### config.mk
export PLATFORM = sky130hd
export DESIGN_NAME = fb_scanout
export DESIGN_NICKNAME = d
export VERILOG_FILES = /design/src/rtl/fb_scanout.sv
export SDC_FILE = /design/constraint.sdc
export NUM_CORES = 1
export LEC_CHECK = 0
export ABC_AREA = 1
export CAP_MARGIN = 20
export CORE_ASPECT_RATIO = 1.2
export CORE_UTILIZATION = 46
export CTS_CLUSTER_SIZE = 28
export DETAILED_ROUTE_END_ITERATION = 10
export GPL_TIMING_DRIVEN = 0
export PLACE_DENSITY = 0.76
export SYNTH_ARGS = -nofsm -noshare
export SYNTH_HDL_FRONTEND = slang
export SYNTH_SLANG_ARGS = --single-unit
### constraint.sdc
create_clock -name clk -period 3.7 [get_ports clk]
set_input_delay 0.74 -clock clk [delete_from_list [all_inputs] [get_ports clk]]
set_output_delay 0.74 -clock clk [all_outputs]
set_load 0.05 [all_outputs]
### src/rtl/fb_scanout.sv
// VGA scan-out engine: pixel-clock divider, h/v timing counters, 2x-upscaled
// framebuffer addressing and one-pixel-delayed colour/sync output registers.
module fb_scanout #(
    parameter int CLK_DIV         = 4,
    parameter int H_ACTIVE        = 640,
    parameter int H_FP            = 16,
    parameter int H_SYNC          = 96,
    parameter int H_BP            = 48,
    parameter int V_ACTIVE        = 480,
    parameter int V_FP            = 10,
    parameter int V_SYNC          = 2,
    parameter int V_BP            = 33,
    parameter int DISP_ADDR_WIDTH = 17
) (
    input  logic                       clk,
    input  logic                       reset_n,
    output logic                       fb_re,
    output logic [DISP_ADDR_WIDTH-1:0] fb_addr,
    input  logic [31:0]                fb_rdata,
    output logic [3:0]                 vga_r,
    output logic [3:0]                 vga_g,
    output logic [3:0]                 vga_b,
    output logic                       vga_hs,
    output logic                       vga_vs,
    output logic                       frame_start
);

    localparam int H_TOT = H_ACTIVE + H_FP + H_SYNC + H_BP;
    localparam int V_TOT = V_ACTIVE + V_FP + V_SYNC + V_BP;
    localparam int HW    = $clog2(H_TOT);
    localparam int VW    = $clog2(V_TOT);
    localparam int DW    = (CLK_DIV > 2) ? $clog2(CLK_DIV) : 1;
    localparam int AW    = DISP_ADDR_WIDTH;

    localparam logic [DW-1:0] DIV_LAST = DW'(CLK_DIV - 1);
    localparam logic [HW-1:0] H_LAST   = HW'(H_TOT - 1);
    localparam logic [HW-1:0] H_ACT    = HW'(H_ACTIVE);
    localparam logic [HW-1:0] HS_FIRST = HW'(H_ACTIVE + H_FP);
    localparam logic [HW-1:0] HS_LAST  = HW'(H_ACTIVE + H_FP + H_SYNC - 1);
    localparam logic [VW-1:0] V_LAST   = VW'(V_TOT - 1);
    localparam logic [VW-1:0] V_ACT    = VW'(V_ACTIVE);
    localparam logic [VW-1:0] VS_FIRST = VW'(V_ACTIVE + V_FP);
    localparam logic [VW-1:0] VS_LAST  = VW'(V_ACTIVE + V_FP + V_SYNC - 1);
    localparam logic [AW-1:0] ROW_W    = AW'(H_ACTIVE / 2);

    logic [DW-1:0] r_div;
    logic [HW-1:0] r_h;
    logic [VW-1:0] r_v;

    logic          w_tick;
    logic          w_h_wrap;
    logic          w_v_wrap;
    logic [HW-1:0] w_h_nxt;
    logic [VW-1:0] w_v_nxt;
    logic          w_act;
    logic          w_act_nxt;
    logic [AW-1:0] w_addr_nxt;
    logic          w_hs_low;
    logic          w_vs_low;
    logic          w_unused;

    assign w_unused = ^fb_rdata[31:12];

    always_comb begin
        w_tick   = (r_div == DIV_LAST);
        w_h_wrap = (r_h == H_LAST);
        w_v_wrap = (r_v == V_LAST);
        w_h_nxt  = r_h;
        w_v_nxt  = r_v;
        if (w_tick) begin
            w_h_nxt = w_h_wrap ? '0 : r_h + 1'b1;
            if (w_h_wrap) begin
                w_v_nxt = w_v_wrap ? '0 : r_v + 1'b1;
            end
        end
        w_act     = (r_h < H_ACT) && (r_v < V_ACT);
        w_act_nxt = (w_h_nxt < H_ACT) && (w_v_nxt < V_ACT);
        // Address is computed from the counters being entered so it is valid
        // for the whole pixel period, leaving CLK_DIV-1 clks for the read.
        w_addr_nxt = w_act_nxt ? (AW'(w_v_nxt >> 1) * ROW_W + AW'(w_h_nxt >> 1)) : '0;
        w_hs_low   = (r_h >= HS_FIRST) && (r_h <= HS_LAST);
        w_vs_low   = (r_v >= VS_FIRST) && (r_v <= VS_LAST);
    end

    always_ff @(posedge clk or negedge reset_n) begin
        if (!reset_n) begin
            r_div       <= '0;
            r_h         <= '0;
            r_v         <= '0;
            fb_re       <= 1'b0;
            fb_addr     <= '0;
            vga_r       <= '0;
            vga_g       <= '0;
            vga_b       <= '0;
            vga_hs      <= 1'b1;
            vga_vs      <= 1'b1;
            frame_start <= 1'b0;
        end else begin
            r_div       <= w_tick ? '0 : r_div + 1'b1;
            r_h         <= w_h_nxt;
            r_v         <= w_v_nxt;
            fb_re       <= w_act_nxt;
            fb_addr     <= w_addr_nxt;
            frame_start <= w_tick && w_h_wrap && w_v_wrap;
            // Colour and sync describe the pixel period just ending.
            if (w_tick) begin
                vga_r  <= w_act ? fb_rdata[11:8] : '0;
                vga_g  <= w_act ? fb_rdata[7:4]  : '0;
                vga_b  <= w_act ? fb_rdata[3:0]  : '0;
                vga_hs <= ~w_hs_low;
                vga_vs <= ~w_vs_low;
            end
        end
    end

endmodule
# == After elaboration in Yosys (flattened, before gate mapping) ==
# Index checks and enable logic that the tools add are counted.
# classes
reduce_logical,6
n_addsub,4
mux,10
bitwise,2
n_mul,1
eq_ne,3
order_cmp,8
# ops
op,count
$mux W10,5
$add A10 B1 Y10 const B,2
$eq A10 B10 Y1 const B,2
$lt A10 B10 Y1 const B,2
$lt A10 B9 Y1 const B,2
$add A17 B9 Y17,1
$mux W17,1
$mux W4,3
$mul A9 B3 Y11 const B,1
$ge A10 B10 Y1 const B,1
$ge A10 B9 Y1 const B,1
$le A10 B10 Y1 const B,1
$le A10 B9 Y1 const B,1
$logic_and A1 B1 Y1,6
$add A2 B1 Y2 const B,1
$eq A2 B2 Y1 const B,1
$mux W2,1
$not A1 Y1,2
# word_totals
reg_bits,55
inputBits,34
wordCells,45

# == Depth between registers and ports, before layout ==
# logic_depth
ltp_word,7
ltp_mapped,24

# == Least setup slack after synthesis ==
# OpenSTA, ideal clock, no wires.
# synth_timing
path_type,register to register
from,register r_h[0]
to,register fb_addr[16]
stages_incl_launch_ff,22
n_path_buf,1
slack_ns,0.307
t_arrival_ns,3.274
synth_period_minus_slack_ns,3.393
cell_sequence,dfrtp_1 > ha_1 > nand2_1 > nor2_1 > nand3_4 > nor2_4 > buf_6 > nand2_1 > nand2_1 > nor3b_1 > ha_1 > ha_1 > fa_1 > nand3_1 > nand2_1 > or2_2 > nand2_1 > nor2_1 > nand3_1 > nand3_1 > nand3_1 > nor2_1
# synth_via
elab_chain_len,6
word_cells_on_any_way,12
cone_classes,2 x add/sub; 1 x mul; 2 x order compare; 1 x eq/ne; 5 x mux; 1 x reduce/logical
# synth_lines
item,line,rtl
"start, declared",47,logic [HW-1:0] r_h;
"start signal, assigned",100,r_h <= w_h_nxt;
$eq A10 B10 Y1 (*),66,w_h_wrap = (r_h == H_LAST);
$mux W10 (*),72,if (w_h_wrap) begin
$mux W10 (*),70,if (w_tick) begin
via w_v_nxt[2],54,logic [VW-1:0] w_v_nxt;
$mul A9 B3 Y11 / $lt A10 B9 Y1 (equally long branches),"80, 77",
$add A17 B9 Y17 / $logic_and A1 B1 Y1 (equally long branches),"80, 77",
$mux W17 (*),80,w_addr_nxt = w_act_nxt ? (AW'(w_v_nxt >> 1) * ROW_W + AW'(w_h_nxt >> 1)) : '0;
via w_addr_nxt[16],57,logic [AW-1:0] w_addr_nxt;
"end signal, assigned",103,fb_addr <= w_addr_nxt;
"end, declared",18,"output logic [DISP_ADDR_WIDTH-1:0] fb_addr,"
# Mark *: on every way through the listed nets, which the timed path passes. The rest lies on a longest branch.
# A chain may end at the register's enable or synchronous reset.

# == Final worst setup path ==
# layout_timing
from,register r_h[0]
to,register fb_addr[15]
# Same word-level chain as after synthesis.

==> impl_metrics.json <==
{
  "seq_area_frac_synth": 0.436,
  "cts_root_buf": "clkbuf_8",
  "grtUsageTotal": 0.205,
  "die_h_um": 92.8,
  "rows": 32,
  "cts.htree.levels": 2,
  "vdd_drop_max_v": 0.000164,
  "endpoint_kind": "flip-flop",
  "postRouteAntennaNets": 0,
  "initial_core_util": 0.484,
  "via_count": 2759,
  "antenna_found_initial": 0,
  "synthesis.nets": 454,
  "fp.dieArea_um2": 7210,
  "worst_pin_slew_ns": 0.568,
  "r2r_slack_ns": 0.09,
  "netlist.area_leader.share": 0.420,
  "ys_types": 34,
  "drc": 0,
  "synth_edf_count": 0,
  "synth.most_common_cell": "nand2_1",
  "synth_common_cells": "nand2_1 (95), inv_1 (60), dfrtp_1 (53), nor2_1 (39), nand3_1 (30)",
  "drt_first_iter_violations": 82,
  "slew_headroom": 0.617,
  "p_leak_nw": 2.00,
  "synth_seq_cells": 55,
  "core-area_um2": 6530,
  "drv_cap": 0,
  "max_freq_ghz": 0.277,
  "syn_to_final_growth_pct": 29.1,
  "layout-drive-gt1-share": 0.152,
  "syn_inst": 395,
  "async_flop_share": 1.00,
  "fin_skew_ns": 0.00420,
  "syn-cell-area_um2": 3160,
  "overflow": 0,
  "final_core_util": 0.625,
  "timing.rr.start": "r_h[0]",
  "die_x_um": 77.7,
  "setup.worst_path.start_class": "flip-flop",
  "worstRegToRegCells": 22,
  "synth.area.top_cells": "dfrtp_1 (42%), nand2_1 (11%), ha_1 (9.1%)",
  "dpl.hpwl_um": 5050,
  "fillers": 521,
  "avgViaCountPerCell": 5.05,
  "grt_pass1_wl_um": 11900,
  "cp.required_ns": 3.91,
  "cp.arrival_ns": 3.82,
  "post-place-ws_ns": -0.261,
  "clockBufferDepth": 2,
  "yosysWarnings": 0,
  "nets": 519,
  "p_per_area_nw_per_um2": 253,
  "path_max_fanout": 8,
  "routed_wl_um": 6960,
  "criticalPathCategory": "flip-flop to flip-flop",
  "antenna_cells": 0,
  "hold_path.class": "input pin to asynchronous set/reset pin",
  "grt_max_degree": 34,
  "maxSlewViolCount": 0,
  "tritoncts": "done",
  "fin_ws_ns": 0.0878,
  "port_buffers": 46,
  "status": "completed",
  "path_clk_slew_ns": 0.10,
  "wl_per_cell_um": 12.8,
  "clkSinkCount": 55,
  "grt_pass1_vias": 2750,
  "numCtsBuffers": 5,
  "period_share": 0.976,
  "gp_congestion": 0.857,
  "firstDrtPassIters": 4,
  "hold_viol": 0,
  "ios": 67,
  "finalCriticalPeriod_ns": 3.61,
  "syn_avg_cell_area_um2": 8.00,
  "setup_viol": 0,
  "yosys.area.top_type": "dfrtp_1",
  "insertion_delay_ns": 0.31,
  "r2r-end": "fb_addr[15]",
  "ys.flop_type": "dfrtp_1"
}
==> how the worst max path moves through the flow <==
| stage | end | cells past startpoint | from |
|---|---|---|---|
| finish | fb_addr[15] | 22 | r_h[0] |
| CTS | fb_addr[16] | 22 | r_h[0] |
| detailed placement | fb_addr[16] | 20 | r_h[1] |
| global placement | fb_addr[16] | 20 | r_h[0] |
| floorplan | fb_addr[16] | 21 | r_h[0] |
| global route | fb_addr[15] | 22 | r_h[0] |
==> cells by family (layout without fill, tap and decap cells) <==
| family | count (synthesis) | in the layout | synth area share |
|---|---|---|---|
| and+or+nand+nor | 200 | 200 | 0.284 |
| AOI/OAI and AO/OA | 39 | 39 | 0.0673 |
| adders and majority gates | 25 | 25 | 0.104 |
| DFF | 55 | 55 | 0.436 |
| xor gates and xnor gates | 6 | 6 | 0.0166 |
| buffers and inverters | 70 | 136 | 0.0918 |
==> worst max-delay path, stage by stage, from the launching register on <==
cell	delay, ns
dfrtp_1	0.42
ha_4	0.16
nand2_2	0.07
nor2_4	0.10
nand3_4	0.08
nor2_4	0.14
buf_6	0.15
nand2_4	0.07
nor2_4	0.16
nand2_4	0.09
o21ai_4	0.18
a21oi_4	0.07
ha_4	0.23
ha_4	0.17
fa_2	0.42
xnor2_2	0.19
inv_1	0.07
nand4_1	0.13
nor2_1	0.16
nand3_1	0.13
nor2_1	0.13
xnor2_1	0.13
nor2_1	0.05
==> sequential cells by signal, summed over array words and instances (netlist names) <==
| register | cells |
|---|---|
| vga_b | 4 |
| vga_g | 4 |
| r_v | 10 |
| r_h | 10 |
| vga_r | 4 |
| vga_vs | 1 |
| r_div | 2 |
| fb_re | 1 |
| frame_start | 1 |
| fb_addr | 17 |
| vga_hs | 1 |
==> power by group <==
part | internal (mW) | total (mW) | switching [mW] | leakage [nW]
Combinational | 0.0271 | 0.0704 | 0.0434 | 1.25
Clock | 0.154 | 0.352 | 0.198 | 0.0484
Sequential | 0.607 | 0.611 | 0.00370 | 0.704
==> stage by stage <==
step	hold WS [ns]	instances	area (um^2)	power, mW	TNS, ns
detailed placement	0.420	527	3740	0.694	-0.730
global placement	0.415	526	3730	0.691	-0.408
CTS	0.399	537	3870	1.04	0
floorplan	0.403	395	3160	0.651	0
finish	0.388	546	4080	1.03	0
global route	0.421	546	4080	1.07	-0.166
==> final cells by class <==
cell class / instances / area [um^2] / share of cell area
multi-input cells: 270 / 1650 / 0.405
flip-flops and latches: 55 / 1380 / 0.338
repair buffers: 58 / 558 / 0.137
inverters: 63 / 236 / 0.0580
well taps: 85 / 106 / 0.0261
clock buffers: 7 / 86.3 / 0.0212
plain buffers: 7 / 53.8 / 0.0132
clock inverters: 1 / 8.76 / 0.00215
==> cells in the final DEF (no fill, tap or decap), types with 2 or more instances in the layout <==
cell type / n
inv_2: 3
nand3_1: 28
a21oi_1: 9
nand4_1: 8
nand3_4: 2
xor2_1: 3
nor3_1: 3
buf_4: 12
nor2_2: 15
clkbuf_1: 5
inv_1: 60
xnor2_1: 2
nand2_1: 91
nor2_1: 34
nand2_4: 4
dfstp_2: 2
o21ai_0: 22
ha_1: 19
nand2_2: 5
dfrtp_1: 53
clkbuf_8: 6
buf_12: 2
ha_4: 3
nor2_4: 5
clkdlybuf4s50_1: 45
==> repair_timing <==
action | CTS | global route
endpoints found under the setup margin | 4 | 4
hold buffers | 0 | 0
buffers inserted | 2 | 9
pin swaps | 2 | 10
hold endpoints to repair | 0 | 0
gates resized for setup | 8 | 26
==> layer usage <==
metal / vias to the layer above / track usage / routed length [um]
met5: - / 0 / 0
met4: 0 / 0.0582 / 152
met3: 19 / 0.0276 / 254
met2: 75 / 0.387 / 3620
met1: 1297 / 0.240 / 2940
li1: 1368 / - / -
No activity file was read; power rests on OpenSTA's default activity.
